===== config.mk =====
export PLATFORM = sky130hd
export DESIGN_NAME = lock_led_driver
export DESIGN_NICKNAME = d
export VERILOG_FILES = /design/src/rtl/lock_pkg.sv /design/src/rtl/cycle_timer.sv /design/src/rtl/lock_led_driver.sv
export SDC_FILE = /design/constraint.sdc
export NUM_CORES = 1
export LEC_CHECK = 0
export BUFFER_PORTS_ARGS = -buffer_cell sky130_fd_sc_hd__buf_2
export CAP_MARGIN = 5
export CORE_ASPECT_RATIO = 1.75
export CORE_MARGIN = 2
export CORE_UTILIZATION = 40
export DETAILED_ROUTE_END_ITERATION = 10
export SYNTH_ARGS = -nofsm -noshare
export SYNTH_HDL_FRONTEND = slang
export SYNTH_SLANG_ARGS = --single-unit

===== constraint.sdc =====
create_clock -name clk -period 2.01 [get_ports clk]
set_input_delay 0.1005 -clock clk [delete_from_list [all_inputs] [get_ports clk]]
set_output_delay 0.1005 -clock clk [all_outputs]
set_load 0.1 [all_outputs]

===== src/rtl/lock_pkg.sv =====
// Shared definitions for the door-lock subsystem: FSM state encodings used by
// the LED driver, plus the code format used by the keypad lock FSM.
package lock_pkg;

    // LED driver FSM state encodings (also exported on the debug state port)
    localparam logic [1:0] ST_LOCKED     = 2'd0;
    localparam logic [1:0] ST_UNLOCKED   = 2'd1;
    localparam logic [1:0] ST_FAIL_FLASH = 2'd2;
    localparam logic [1:0] ST_LOCKOUT    = 2'd3;

    // Keypad code format shared with the lock FSM
    localparam int CODE_DIGITS = 4;
    localparam int DIGIT_W     = 4;

    typedef logic [DIGIT_W-1:0]             digit_t;
    typedef logic [CODE_DIGITS*DIGIT_W-1:0] code_t;

    // Result of one code-entry attempt as reported by the lock FSM
    typedef struct packed {
        logic unlock;
        logic fail;
        logic relock;
    } lock_event_t;

    // Larger of two integers, used for sizing counters at elaboration time
    function automatic int lock_max(input int a, input int b);
        return (a > b) ? a : b;
    endfunction

    // Compare an entered code against the stored code
    function automatic logic code_match(input code_t entered, input code_t stored);
        return (entered == stored);
    endfunction

endpackage


===== src/rtl/cycle_timer.sv =====
// Loadable down-counter. Loading N gives N further cycles with done low,
// then done rises and the counter holds at zero until the next load.
module cycle_timer #(
    parameter int W = 8
) (
    input  logic         clk,
    input  logic         reset,
    input  logic         load,
    input  logic [W-1:0] load_val,
    output logic         done
);

    logic [W-1:0] count_reg;

    // Count down towards zero and stop there; a load always wins
    always_ff @(posedge clk or posedge reset) begin
        if (reset) begin
            count_reg <= '0;
        end else if (load) begin
            count_reg <= load_val;
        end else if (count_reg != '0) begin
            count_reg <= count_reg - W'(1);
        end
    end

    assign done = (count_reg == '0);

endmodule


===== src/rtl/lock_led_driver.sv =====
// Lock status LED driver: dims red while locked, dims green while unlocked,
// blinks red after a wrong code and, when LOCK_LED_LOCKOUT_EN is defined,
// holds a red lockout after MAX_FAILS consecutive wrong codes.
// Build option: define LOCK_LED_LOCKOUT_EN to include the fail counter and
// the LOCKOUT state; without it a failure flash always returns to LOCKED.
module lock_led_driver
    import lock_pkg::*;
#(
    parameter int BLINK_HALF     = 25_000_000,
    parameter int FLASH_BLINKS   = 4,
    parameter int MAX_FAILS      = 3,
    parameter int LOCKOUT_CYCLES = 1_000_000_000
) (
    input  logic       clk,
    input  logic       reset,
    input  logic       pwm_12p5,
    input  logic       pwm_25,
    input  logic       unlock_pulse,
    input  logic       fail_pulse,
    input  logic       lock_pulse,
    output logic       led_r,
    output logic       led_g,
    output logic       busy,
    output logic [1:0] state
);

    // One timer serves both the blink half-period and the lockout period
    localparam int TW = $clog2(lock_max(BLINK_HALF, LOCKOUT_CYCLES) + 1);
    localparam logic [TW-1:0] BLINK_LOAD = TW'(BLINK_HALF - 1);

    // Half-period counter for the flash sequence
    localparam int HALVES = 2 * FLASH_BLINKS;
    localparam int HW     = $clog2(HALVES);
    localparam logic [HW-1:0] HALF_LAST = HW'(HALVES - 1);

    // Reject configurations that would make the timers meaningless
    if (BLINK_HALF < 1 || FLASH_BLINKS < 1 || MAX_FAILS < 1 || LOCKOUT_CYCLES < 1) begin : g_bad_params
        $error("lock_led_driver: all timing and count parameters must be >= 1");
    end

`ifdef LOCK_LED_LOCKOUT_EN
    localparam logic [TW-1:0] LOCKOUT_LOAD = TW'(LOCKOUT_CYCLES - 1);
    localparam int FW = $clog2(MAX_FAILS + 1);
    localparam logic [FW-1:0] FAIL_MAX = FW'(MAX_FAILS);

    logic [FW-1:0] fail_cnt_reg;
    logic [FW-1:0] fail_cnt_next;
`endif

    logic [1:0]    state_reg;
    logic [1:0]    state_next;
    logic          phase_reg;
    logic          phase_next;
    logic [HW-1:0] half_reg;
    logic [HW-1:0] half_next;
    logic          tmr_load;
    logic [TW-1:0] tmr_val;
    logic          tmr_done;
    logic          led_r_reg;
    logic          led_r_next;
    logic          led_g_reg;
    logic          led_g_next;

    cycle_timer #(
        .W (TW)
    ) u_timer (
        .clk      (clk),
        .reset    (reset),
        .load     (tmr_load),
        .load_val (tmr_val),
        .done     (tmr_done)
    );

    // Next-state logic: pulses are only honoured in LOCKED and UNLOCKED
    always_comb begin
        state_next = state_reg;
        phase_next = phase_reg;
        half_next  = half_reg;
        tmr_load   = 1'b0;
        tmr_val    = BLINK_LOAD;
`ifdef LOCK_LED_LOCKOUT_EN
        fail_cnt_next = fail_cnt_reg;
`endif
        case (state_reg)
            ST_LOCKED: begin
                // A wrong code outranks a simultaneous correct one
                if (fail_pulse) begin
                    state_next = ST_FAIL_FLASH;
                    phase_next = 1'b1;
                    half_next  = '0;
                    tmr_load   = 1'b1;
                    tmr_val    = BLINK_LOAD;
`ifdef LOCK_LED_LOCKOUT_EN
                    if (fail_cnt_reg != FAIL_MAX) begin
                        fail_cnt_next = fail_cnt_reg + FW'(1);
                    end
`endif
                end else if (unlock_pulse) begin
                    state_next = ST_UNLOCKED;
`ifdef LOCK_LED_LOCKOUT_EN
                    fail_cnt_next = '0;
`endif
                end
            end
            ST_UNLOCKED: begin
                if (lock_pulse) begin
                    state_next = ST_LOCKED;
                end
            end
            ST_FAIL_FLASH: begin
                if (tmr_done) begin
                    if (half_reg == HALF_LAST) begin
                        phase_next = 1'b1;
                        half_next  = '0;
`ifdef LOCK_LED_LOCKOUT_EN
                        if (fail_cnt_reg == FAIL_MAX) begin
                            state_next = ST_LOCKOUT;
                            tmr_load   = 1'b1;
                            tmr_val    = LOCKOUT_LOAD;
                        end else begin
                            state_next = ST_LOCKED;
                        end
`else
                        state_next = ST_LOCKED;
`endif
                    end else begin
                        half_next  = half_reg + HW'(1);
                        phase_next = ~phase_reg;
                        tmr_load   = 1'b1;
                        tmr_val    = BLINK_LOAD;
                    end
                end
            end
`ifdef LOCK_LED_LOCKOUT_EN
            ST_LOCKOUT: begin
                if (tmr_done) begin
                    state_next    = ST_LOCKED;
                    fail_cnt_next = '0;
                end
            end
`endif
            default: begin
                state_next = ST_LOCKED;
            end
        endcase
    end

    // FSM state, blink phase and half-period count
    always_ff @(posedge clk or posedge reset) begin
        if (reset) begin
            state_reg <= ST_LOCKED;
            phase_reg <= 1'b1;
            half_reg  <= '0;
        end else begin
            state_reg <= state_next;
            phase_reg <= phase_next;
            half_reg  <= half_next;
        end
    end

`ifdef LOCK_LED_LOCKOUT_EN
    // Consecutive-failure counter, cleared by a good code or a served lockout
    always_ff @(posedge clk or posedge reset) begin
        if (reset) begin
            fail_cnt_reg <= '0;
        end else begin
            fail_cnt_reg <= fail_cnt_next;
        end
    end
`endif

    // LED pattern selected by the current state
    always_comb begin
        led_r_next = 1'b0;
        led_g_next = 1'b0;
        case (state_reg)
            ST_LOCKED:     led_r_next = pwm_12p5;
            ST_UNLOCKED:   led_g_next = pwm_25;
            ST_FAIL_FLASH: led_r_next = pwm_25 & phase_reg;
`ifdef LOCK_LED_LOCKOUT_EN
            ST_LOCKOUT:    led_r_next = pwm_25;
`endif
            default: begin
                led_r_next = 1'b0;
                led_g_next = 1'b0;
            end
        endcase
    end

    // Registered LED drives, one cycle behind the PWM inputs
    always_ff @(posedge clk or posedge reset) begin
        if (reset) begin
            led_r_reg <= 1'b0;
            led_g_reg <= 1'b0;
        end else begin
            led_r_reg <= led_r_next;
            led_g_reg <= led_g_next;
        end
    end

    assign led_r = led_r_reg;
    assign led_g = led_g_reg;
    assign state = state_reg;
    assign busy  = (state_reg == ST_FAIL_FLASH) || (state_reg == ST_LOCKOUT);

endmodule


==> metrics.log <==
INFO  metric run_status = finished, violations left
INFO  metric violations = setup timing
INFO  metric power.density_cell_area = between 900 and 1000 mW/mm^2
INFO  metric floorplan.initialDensity = 0.4084
INFO  metric clock_tree_from_tritoncts = built
INFO  metric insertion_delay = a little under 0.3 ns
INFO  metric post_placement_cell_count = about 330
INFO  metric antenna_violations_before_repair = 0
INFO  metric place_congestion = around 0.87
INFO  metric postSynth.topFlopCell = dfrtp_1
INFO  metric setup.worst_path.start = u_timer.count_reg[9]$_DFFE_PP0P_
INFO  metric num_antenna_cells = 0
INFO  metric routed_via_density = between 5 and 6
INFO  metric hold_ws = between 0.04 and 0.05 ns
INFO  metric power.switching = between 900 and 1000 uW
INFO  metric setup.reg_to_reg.worst_slack = -0.02 ns
INFO  metric detail-route-antenna-nets = 0
INFO  metric p_int = between 1500 and 2000 uW
INFO  metric synth.top_cells.by_count = 37 x dfrtp_1, 21 x nand2_1, 17 x nor2_1
INFO  metric post_dp_hpwl = 3.977 mm
INFO  metric synth.cell_area = roughly 0.0021 sq mm
INFO  metric worst_path_largest_cell_delay = a little over 0.6 ns
INFO  metric final_max_slew_viol_count = 0
INFO  metric seq_area_frac_synth = 0.4474
INFO  metric ys_ff_latch = 38
INFO  metric die_y = roughly 100 microns
INFO  metric yosys.cell_count.top_type = dfrtp_1
INFO  metric fmax = just under 500 MHz
INFO  metric floorplan.core_area = 0.005211 sq mm
INFO  metric reg2regPathDepth = 6
INFO  metric final_critical_path_setup_slack = -0.01678 ns
INFO  metric regToRegStartpoint = u_timer.count_reg[9]$_DFFE_PP0P_
INFO  metric p_sw_frac = 0.3570
INFO  metric cp.depth = 6
INFO  metric number_of_enable_type_register_cells_in_the_synthesized_netlist = 0
INFO  metric critPathKind = flop to flop
INFO  metric detailedRoute.firstPassIterationCount = 4
INFO  metric yosys_top_cell_area_share = 0.4350
INFO  metric ys_top_cells_by_area = dfrtp_1 44%, xnor2_1 4.1%, nand2_1 3.7%
INFO  metric totalWireLength = just under 6 mm
INFO  metric hold_path.class = input pin to flop
INFO  metric placement.setup.worst_slack = -0.1184 ns
INFO  metric number_of_design_rule_violations_left_after_detail_routing = 0
INFO  metric wire_per_inst = 17.33 microns
INFO  metric synthesis_to_finish_area_growth = 37.92%
INFO  metric die_x = roughly 60 microns
INFO  metric postSynthNetCount = ~240
INFO  metric syn_inst = 226
INFO  metric clock_sinks = 38
INFO  metric netlist-cell-type-count = slightly below 50
INFO  metric rsz0062_at_grt = true
INFO  metric worst_path_dominant_cell_family = simple AND/OR/NAND/NOR gates
INFO  metric endpoint_kind = flop
INFO  metric seq_power_share = 0.405
INFO  metric arrival_time_reported_for_the_critical_path_endpoint = between 2 and 2.5 ns
INFO  metric comb_power_share = 0.389
INFO  metric slew_at_the_pin_closest_to_its_max_slew_limit = about 0.48 ns
INFO  metric synth_top_cell_by_area = dfrtp_1
INFO  metric crit-reg2reg-capture = u_timer.count_reg[23]$_DFFE_PP0P_
INFO  metric irDropWorstVdd = just under 0.6 mV
INFO  metric grt_pass1_vias = approximately 2000
INFO  metric critical-path-top-cell-by-count = buf_4
INFO  metric report.final.hold_viol_count = 0
INFO  metric largest_reg_flops = 30
INFO  metric final-setup-viol-count = 2
INFO  metric vias = around 2000
INFO  metric fp-row-count = 35
INFO  metric crit_path_top_delay_cell = or4b_2
INFO  metric totalNegativeSetupSlack = -0.02343 ns
INFO  metric drive_above_1_share = 0.4187
INFO  metric critical_path.cell_chain = nor4_2 > buf_4 > nand4_1 > buf_4 > or4b_2 > a21oi_2
INFO  metric cts_buffers = 5
INFO  metric timing.critical_path.to = u_timer.count_reg[23]$_DFFE_PP0P_
INFO  metric timing.max_slew.rel_slack = 0.6802
INFO  metric postSynth.asyncResetShare = 1.000
INFO  metric post-route-period-util = 1.008
INFO  metric grt.overflow.total = 0
INFO  metric max_cap_viol_count = 0
INFO  metric max-clock-path-buffers = 2
INFO  metric dieArea = 0.005943 sq mm
INFO  metric cts_max_level = 2
INFO  metric yosys_warnings = 0
INFO  metric timing.clock.skew = roughly 0.0026 ns
INFO  metric worstPathBufferInverterCount = 2
INFO  metric drt_iter0_markers = a little over 40
INFO  metric clk_pin_slew = approximately 0.07 ns
INFO  metric pwr-share-clk = 0.206
INFO  metric syn_area_per_cell = between 9 and 10 sq um
INFO  metric fin_cells = around 340
INFO  metric boundaryPins = 12
INFO  metric final_util = 0.5633
INFO  metric port_buffers = 11
INFO  metric root_buffer = clkbuf_8
INFO  metric cellLeakagePower = around 0.0011 uW
INFO  metric overall_global_routing_resource_usage = 0.2014
INFO  metric grt_max_degree = 39
INFO  metric critPathMaxFanout = 10
INFO  metric startpoint_type_of_the_worst_setup_path = flop
INFO  metric min_period = approximately 2 ns
INFO  metric nets = 298
INFO  metric grt_first_pass_wirelength = 9.170 mm
INFO  metric worstPathRequired = approximately 2.2 ns
## routing by layer
metal | GRT usage | vias to the layer above | share of wire
met4 | 0.08566 | 0 | 0.018
met1 | 0.2294 | 997 | 0.39
met3 | 0.02953 | 11 | 0.027
met5 | 0 | - | 0
li1 | - | 958 | -
met2 | 0.3615 | 40 | 0.57
## cell usage in the layout (no fill, tap or decap), types with 5 or more instances in the layout
cell      instances
buf_4            52
dfrtp_1          34
nand2_1          20
nor2_1           13
buf_2            11
xnor2_1          10
o31ai_1           7
a21oi_2           7
a21oi_1           7
o21ai_0           6
or4_1             6
inv_1             6
nand3_1           6
clkbuf_8          6
nor4_4            5
nor3_1            5
nor2b_1           5
nand4_1           5
nor4_2            5
## area by class of cell
class                      count  area (sq um)
clock buffer                   7         86.33
clock inverter                 1         5.005
fill                         456          2276
inverter                       6         22.52
multi-input combinational    170          1295
sequential                    38         955.9
tap                           55         68.82
timing repair buffer          67         501.7
## power by group through the flow
stage               registers, uW  logic [uW]  clock network [uW]
finish                       1070        1030                 544
CTS                          1060         920                 555
global route                 1090        1140                 587
floorplan                    1080         477                   0
detailed placement           1060         879                   0
global placement             1050         866                   0
## how the worst min path moves through the flow
stage / from / to / slack [ns] / cells after the start
final: pwm_25 / led_g$_DFF_PP0_ / 0.04 / 3
after global routing: pwm_25 / led_g$_DFF_PP0_ / 0.04 / 3
after CTS: pwm_25 / led_g$_DFF_PP0_ / 0.04 / 3
after detailed placement: reset / u_timer.count_reg[28]$_DFFE_PP0P_ / 0.25 / 3
after global placement: reset / u_timer.count_reg[28]$_DFFE_PP0P_ / 0.25 / 3
after floorplan: pwm_25 / led_g$_DFF_PP0_ / 0.22 / 2
## through the flow
stage / area (sq um) / power [uW]
after floorplan: 2137 / 1558
after global placement: 2544 / 1919
after detailed placement: 2544 / 1940
after CTS: 2689 / 2532
after global routing: 2935 / 2816
final: 2935 / 2645
## what timing repair did
action,in CTS,in global routing
cloned,0,2
hold buffers,1,0
gates resized for setup,12,44
setup endpoints to repair,26,33
hold endpoints to repair,37,0
pin swaps,0,12
setup buffers,0,7
## cell families (layout without fill, tap and decap cells)
| kind of cell | Yosys count | count (layout) | synth area share |
|---|---|---|---|
| muxes | 1 | 1 | 0.005291 |
| and+or+nand+nor | 103 | 103 | 0.2757 |
| DFF | 38 | 38 | 0.4474 |
| xor gates and xnor gates | 14 | 14 | 0.05761 |
| AOI/OAI and AO/OA | 48 | 49 | 0.1470 |
| buffers and inverters | 19 | 81 | 0.04938 |
| adders and majority gates | 3 | 3 | 0.01764 |
## worst register-to-register path, stage by stage (launching register included)
cell and delay [ns]:
dfrtp_1 0.41, nor4_2 0.30, buf_4 0.17, nand4_1 0.11, buf_4 0.19, or4b_2 0.63, a21oi_2 0.15
(Power assumes the default switching activity.)
